<file path="src/rtl/audio_i2s_sequencer.sv">
// I2S frame controller: divides clk into BCLK/LRCLK, captures one stereo pair per
// 32-bit frame and shifts it out MSB-first as 16-bit two's complement words.
module audio_i2s_sequencer #(
    parameter int unsigned CLK_DIV = 9
) (
    input  logic       clk,
    input  logic       rst,
    input  logic       en,
    input  logic       mute,
    input  logic [8:0] left_in,
    input  logic [8:0] right_in,
    output logic       i2s_bclk,
    output logic       i2s_lrclk,
    output logic       i2s_sdata,
    output logic       sample_strobe
);
    localparam int unsigned      DIV_W    = $clog2(CLK_DIV);
    localparam logic [DIV_W-1:0] DIV_LAST = DIV_W'(CLK_DIV - 1);

    typedef enum logic {
        LEFT_SLOT  = 1'b0,
        RIGHT_SLOT = 1'b1
    } slot_e;

    logic [DIV_W-1:0] div_cnt, div_cnt_nxt;
    logic [4:0]       bit_cnt, bit_cnt_nxt;
    logic [4:0]       bit_pos, lead_pos;
    logic [31:0]      shift_reg, shift_reg_nxt;
    logic [15:0]      shadow_l, shadow_l_nxt;
    logic [15:0]      shadow_r, shadow_r_nxt;
    logic             bclk_nxt, lrclk_nxt, sdata_nxt, strobe_nxt;
    logic             div_wrap, bclk_fall, capture;
    slot_e            lead_slot;

    function automatic logic [15:0] to_twos(input logic [8:0] s);
        return {~s[8], s[7:0], 7'b0};
    endfunction

    // State register
    always_ff @(posedge clk or posedge rst) begin
        if (rst) begin
            div_cnt       <= '0;
            bit_cnt       <= '1;
            shift_reg     <= '0;
            shadow_l      <= '0;
            shadow_r      <= '0;
            i2s_bclk      <= 1'b0;
            i2s_lrclk     <= 1'b0;
            i2s_sdata     <= 1'b0;
            sample_strobe <= 1'b0;
        end else begin
            div_cnt       <= div_cnt_nxt;
            bit_cnt       <= bit_cnt_nxt;
            shift_reg     <= shift_reg_nxt;
            shadow_l      <= shadow_l_nxt;
            shadow_r      <= shadow_r_nxt;
            i2s_bclk      <= bclk_nxt;
            i2s_lrclk     <= lrclk_nxt;
            i2s_sdata     <= sdata_nxt;
            sample_strobe <= strobe_nxt;
        end
    end

    // Next-state: divider, bit position, shifter and capture shadows
    always_comb begin
        div_wrap      = (div_cnt == DIV_LAST);
        bclk_fall     = div_wrap && i2s_bclk;
        bit_pos       = bit_cnt + 5'd1;
        capture       = bclk_fall && (bit_pos == 5'd31);
        div_cnt_nxt   = div_wrap ? '0 : div_cnt + DIV_W'(1);
        bit_cnt_nxt   = bclk_fall ? bit_pos : bit_cnt;
        shift_reg_nxt = shift_reg;
        shadow_l_nxt  = shadow_l;
        shadow_r_nxt  = shadow_r;

        if (bclk_fall) begin
            if (bit_pos == 5'd0)
                shift_reg_nxt = {shadow_l, shadow_r};
            else
                shift_reg_nxt = {shift_reg[30:0], 1'b0};
        end

        if (capture) begin
            shadow_l_nxt = mute ? '0 : to_twos(left_in);
            shadow_r_nxt = mute ? '0 : to_twos(right_in);
        end

        if (!en) begin
            div_cnt_nxt   = '0;
            bit_cnt_nxt   = '1;
            shift_reg_nxt = '0;
            shadow_l_nxt  = '0;
            shadow_r_nxt  = '0;
        end
    end

    // Outputs: LRCLK announces the slot of the bit after the one now being sent
    always_comb begin
        lead_pos   = bit_pos + 5'd1;
        lead_slot  = lead_pos[4] ? RIGHT_SLOT : LEFT_SLOT;
        bclk_nxt   = i2s_bclk ^ div_wrap;
        lrclk_nxt  = i2s_lrclk;
        sdata_nxt  = i2s_sdata;
        strobe_nxt = capture;

        if (bclk_fall) begin
            lrclk_nxt = (lead_slot == RIGHT_SLOT);
            sdata_nxt = shift_reg_nxt[31];
        end

        if (!en) begin
            bclk_nxt   = 1'b0;
            lrclk_nxt  = 1'b0;
            sdata_nxt  = 1'b0;
            strobe_nxt = 1'b0;
        end
    end

endmodule

</file>
<file path="config.mk">
export PLATFORM = sky130hd
export DESIGN_NAME = audio_i2s_sequencer
export DESIGN_NICKNAME = d
export VERILOG_FILES = /design/src/rtl/audio_i2s_sequencer.sv
export SDC_FILE = /design/constraint.sdc
export NUM_CORES = 1
export LEC_CHECK = 0
export CAP_MARGIN = 20
export CORE_ASPECT_RATIO = 2
export CORE_MARGIN = 8
export CORE_UTILIZATION = 59
export CTS_BUF_LIST = sky130_fd_sc_hd__clkbuf_4
export DETAILED_ROUTE_END_ITERATION = 10
export MAX_ROUTING_LAYER = met4
export PLACE_DENSITY_LB_ADDON = 0.15
export SLEW_MARGIN = 20
export SYNTH_ARGS = -nofsm -noshare
export SYNTH_HDL_FRONTEND = slang
export SYNTH_SLANG_ARGS = --single-unit
</file>
<file path="constraint.sdc">
create_clock -name clk -period 2.7 [get_ports clk]
set_clock_uncertainty 0.1 [all_clocks]
set_input_delay 0.27 -clock clk [delete_from_list [all_inputs] [get_ports clk]]
set_output_delay 0.27 -clock clk [all_outputs]
set_load 0.01 [all_outputs]
</file>
==> results of run 1 <==
[power by group]
group	switching [W]	internal (W)
Combinational	0.0000406	0.0000406
Clock	0.000311	0.000486
Sequential	0.00000313	0.000917
[cell usage after synthesis]
cell type | n | area (um^2)
nor2b_1 | 2 | 12.5
ha_1 | 6 | 75.1
buf_2 | 6 | 30.0
nand2_1 | 40 | 150
a21boi_2 | 1 | 11.3
o21a_1 | 1 | 7.51
a211o_4 | 1 | 17.5
nor3_1 | 2 | 10.0
and2_1 | 3 | 18.8
clkbuf_2 | 1 | 5.00
buf_6 | 4 | 45.0
a21o_1 | 1 | 7.51
nand3b_1 | 1 | 7.51
xor2_1 | 3 | 26.3
clkbuf_1 | 9 | 33.8
mux2i_1 | 1 | 10.0
dfstp_2 | 5 | 131
nand2b_1 | 2 | 12.5
nand3_1 | 15 | 75.1
o311ai_2 | 1 | 16.3
a21oi_1 | 33 | 165
a21oi_4 | 1 | 16.3
a21boi_0 | 12 | 90.1
dfrtp_1 | 56 | 1400
a21oi_2 | 2 | 17.5
inv_1 | 6 | 22.5
xnor2_1 | 3 | 26.3
a22o_1 | 16 | 140
and3_1 | 3 | 18.8
o21ai_0 | 23 | 115
nor3b_1 | 1 | 7.51
nor2_1 | 5 | 18.8
nand4_1 | 3 | 18.8
[cell families (layout without fill, tap and decap cells)]
family,count (synthesis),in the layout
compound gates,92,92
xor+xnor,6,6
fa+ha+maj,6,6
buf+inv,26,58
flops,61,61
mux,1,1
other cells,0,1
simple gates,77,77
[stage by stage]
| stage | hold slack, ns | std cells | area [um^2] |
|---|---|---|---|
| after CTS | 0.110 | 356 | 3250 |
| final | 0.104 | 357 | 3250 |
| after global routing | 0.117 | 357 | 3250 |
| after global placement | 0.364 | 340 | 3060 |
| after detailed placement | 0.371 | 340 | 3060 |
| after floorplan | 0.277 | 269 | 2760 |
[metal layers]
metal  global-route usage, %  vias up  part of all wire [%]
li1                        -     1001                     -
met4                    8.21        0                   2.0
met1                    19.3     1017                    45
met5                       -        -                     0
met2                    25.7       41                    50
met3                    4.55        9                   3.3
[placed cells by master (no fill, tap or decap), types with 5 or more instances in the layout]
cell type and instances:
nand3_1 15, a21boi_0 12, nor2_1 5, clkdlybuf4s50_1 25, dfstp_2 5, nand2_1 40
clkbuf_4 11, buf_4 10, dfrtp_1 56, a22o_1 16, a21oi_1 33, ha_1 6
o21ai_0 23, inv_1 5
[final cells by class]
class	count	area share, %
antenna	1	0.0769
clock buffer	11	2.54
clock inverter	5	3.04
inverter	6	0.692
multi-input combinational	182	33.8
sequential	61	47.1
tap	55	2.12
timing repair buffer	36	10.6
[repair_timing]
action | 4_1_cts | 5_1_grt
hold buffers | 0 | 0
gates resized for setup | 1 | 1
setup endpoints to repair | 16 | 1
[worst paths after layout]
path	start	end	slack, ns
hold / removal	rst	shift_reg[30]	0.10
max in group asynchronous	rst	shift_reg[12]	1.79
hold reg to reg	shift_reg[27]	shift_reg[28]	0.40
setup / recovery	div_cnt[0]	shift_reg[18]	0.28
setup reg to reg	div_cnt[0]	shift_reg[18]	0.28
min in group clk	left_in[8]	shadow_l[15]	0.36
==> results by group, run 1 <==
Status
  • Outcome: completed

Place
  • Post-DP HPWL: 3690 um
  • Number of port buffers: 25
  • Dpl ws: -0.119 ns
  • GP Congestion: a little under 0.8

Finish
  • Syn-to-layout area delta: 17.8%
  • Area of the multi-input gates: ~1100 um^2
  • Fin nets: 324
  • Share of layout cells above drive strength 1: between 10% and 20%
  • Post-layout util: 71.4%
  • Max FFs per register: 30
  • Fill count: 357
  • Sequential cell area: around 1500 um^2

Clock network
  • Root Driver: clkbuf_4
  • Clock transition at path regs: ~0.11 ns
  • Setup Fix Bufs, Post-CTS: 0
  • CTS Buffer Depth: 2
  • CTS Sinks: between 60 and 70
  • H-tree levels: 3
  • Inserted Clock Buffers: 9
  • Clk Latency, worst-skew pair: 0.39 ns
  • Clock tree from TritonCTS: yes

Setup path
  • Crit-path cells: inv_1 > ha_1 > nand2b_1 > nor2_1 > ha_1 > buf_4 > inv_1 > buf_4 > nand2_1 > a21boi_0
  • CP Depth: 10
  • CP Max Fanout: 19
  • WP data required: 2.90 ns
  • Slowest Stage Delay on Critical Path: 0.44 ns
  • CP Capture Type: flip-flop
  • WS Path Type: reg -> reg
  • Worst-case reg-to-reg path depth: 10
  • Critical Path AT: 2.63 ns
  • Type of origin of the critical path: flip-flop
  • WP buf/inv: 4
  • Top delay family on crit path: buffers and inverters
  • CP max-delay cell: inv_1

Global route
  • All-Layer GR Usage: ~17%
  • Initial antenna violation count: 1
  • First-pass GRT wire length: 9480 um
  • Number of global-route vias before repair: roughly 2100
  • GRT overflow: 0
  • Pin count of the biggest net entering global routing: 43

Synth
  • Post-Syn Instances: 269
  • Synthesized area: 2760 um^2
  • Sequential fraction of the synthesis area: 55.5%
  • Post-synthesis register bit count: 61
  • Yosys cell types: 33
  • Adder-cell share of the synthesized area: 2.72%
  • Mux contribution to synthesized area: less than 1%
  • Synth Area in Compound Gates: 21.9%
  • Ys Warns: 0
  • Largest family of logic cells by synthesized area: compound AO/OA/AOI/OAI gates
  • Synth Net Count: 297
  • Avg Inst Size Synth: slightly above 10 um^2
  • Synth Area in XOR/XNOR: 1.90%
  • Simple-Gate Fraction of Synth Area: between 10 and 15%

Die
  • DIE AREA: roughly 7300 um^2
  • Core box area: 4550 um^2
  • Site Rows: 35
  • Starting Density: 60.6%
  • Die H: 113 um
  • Die W: 64.4 um
  • I/O pin cnt: 26

Detailed routing
  • DRC: 0
  • Vias per cell: about 5.8
  • Routed wire length: 5450 um
  • Routed Antenna Nets: 0
  • WL per Instance: 15.3 um
  • First-pass DRT Iterations: 4
  • Total number of vias: between 2000 and 2500
  • DR iter-0 viols: 80

Timing
  • Max-slew headroom: about 45%
  • Final setup violation count: 0
  • Final hold violations: 0
  • Peak Freq: 412 MHz
  • Setup TNS: 0 ns
  • Tcrit/Tclk final: 89.8%
  • Slew at the pin with the worst max-slew slack: 0.819 ns
  • Worst setup margin: 0.275 ns
  • Min cycle time layout: around 2.4 ns
  • Unrepaired setup endpoints after global routing: no
  • Final slew viol count: 0

Flow run
  • Max-cap violations: 0

Power and ir drop
  • Pwr/cell area: 553 nW/um^2
  • Leakage: 1.48 nW
  • Total power: between 0.0015 and 0.002 W
  • Peak supply drop: 0.000635 V

Min path
  • Class of the worst hold path: in -> async
Power figures use the tool's default switching activity.
==> run 2: changes to the inputs <==
HOLD_SLACK_MARGIN = 0.1   (was not set)
==> results of run 2 <==
No change in the layout: final DEF, timing and power equal those of run 1.
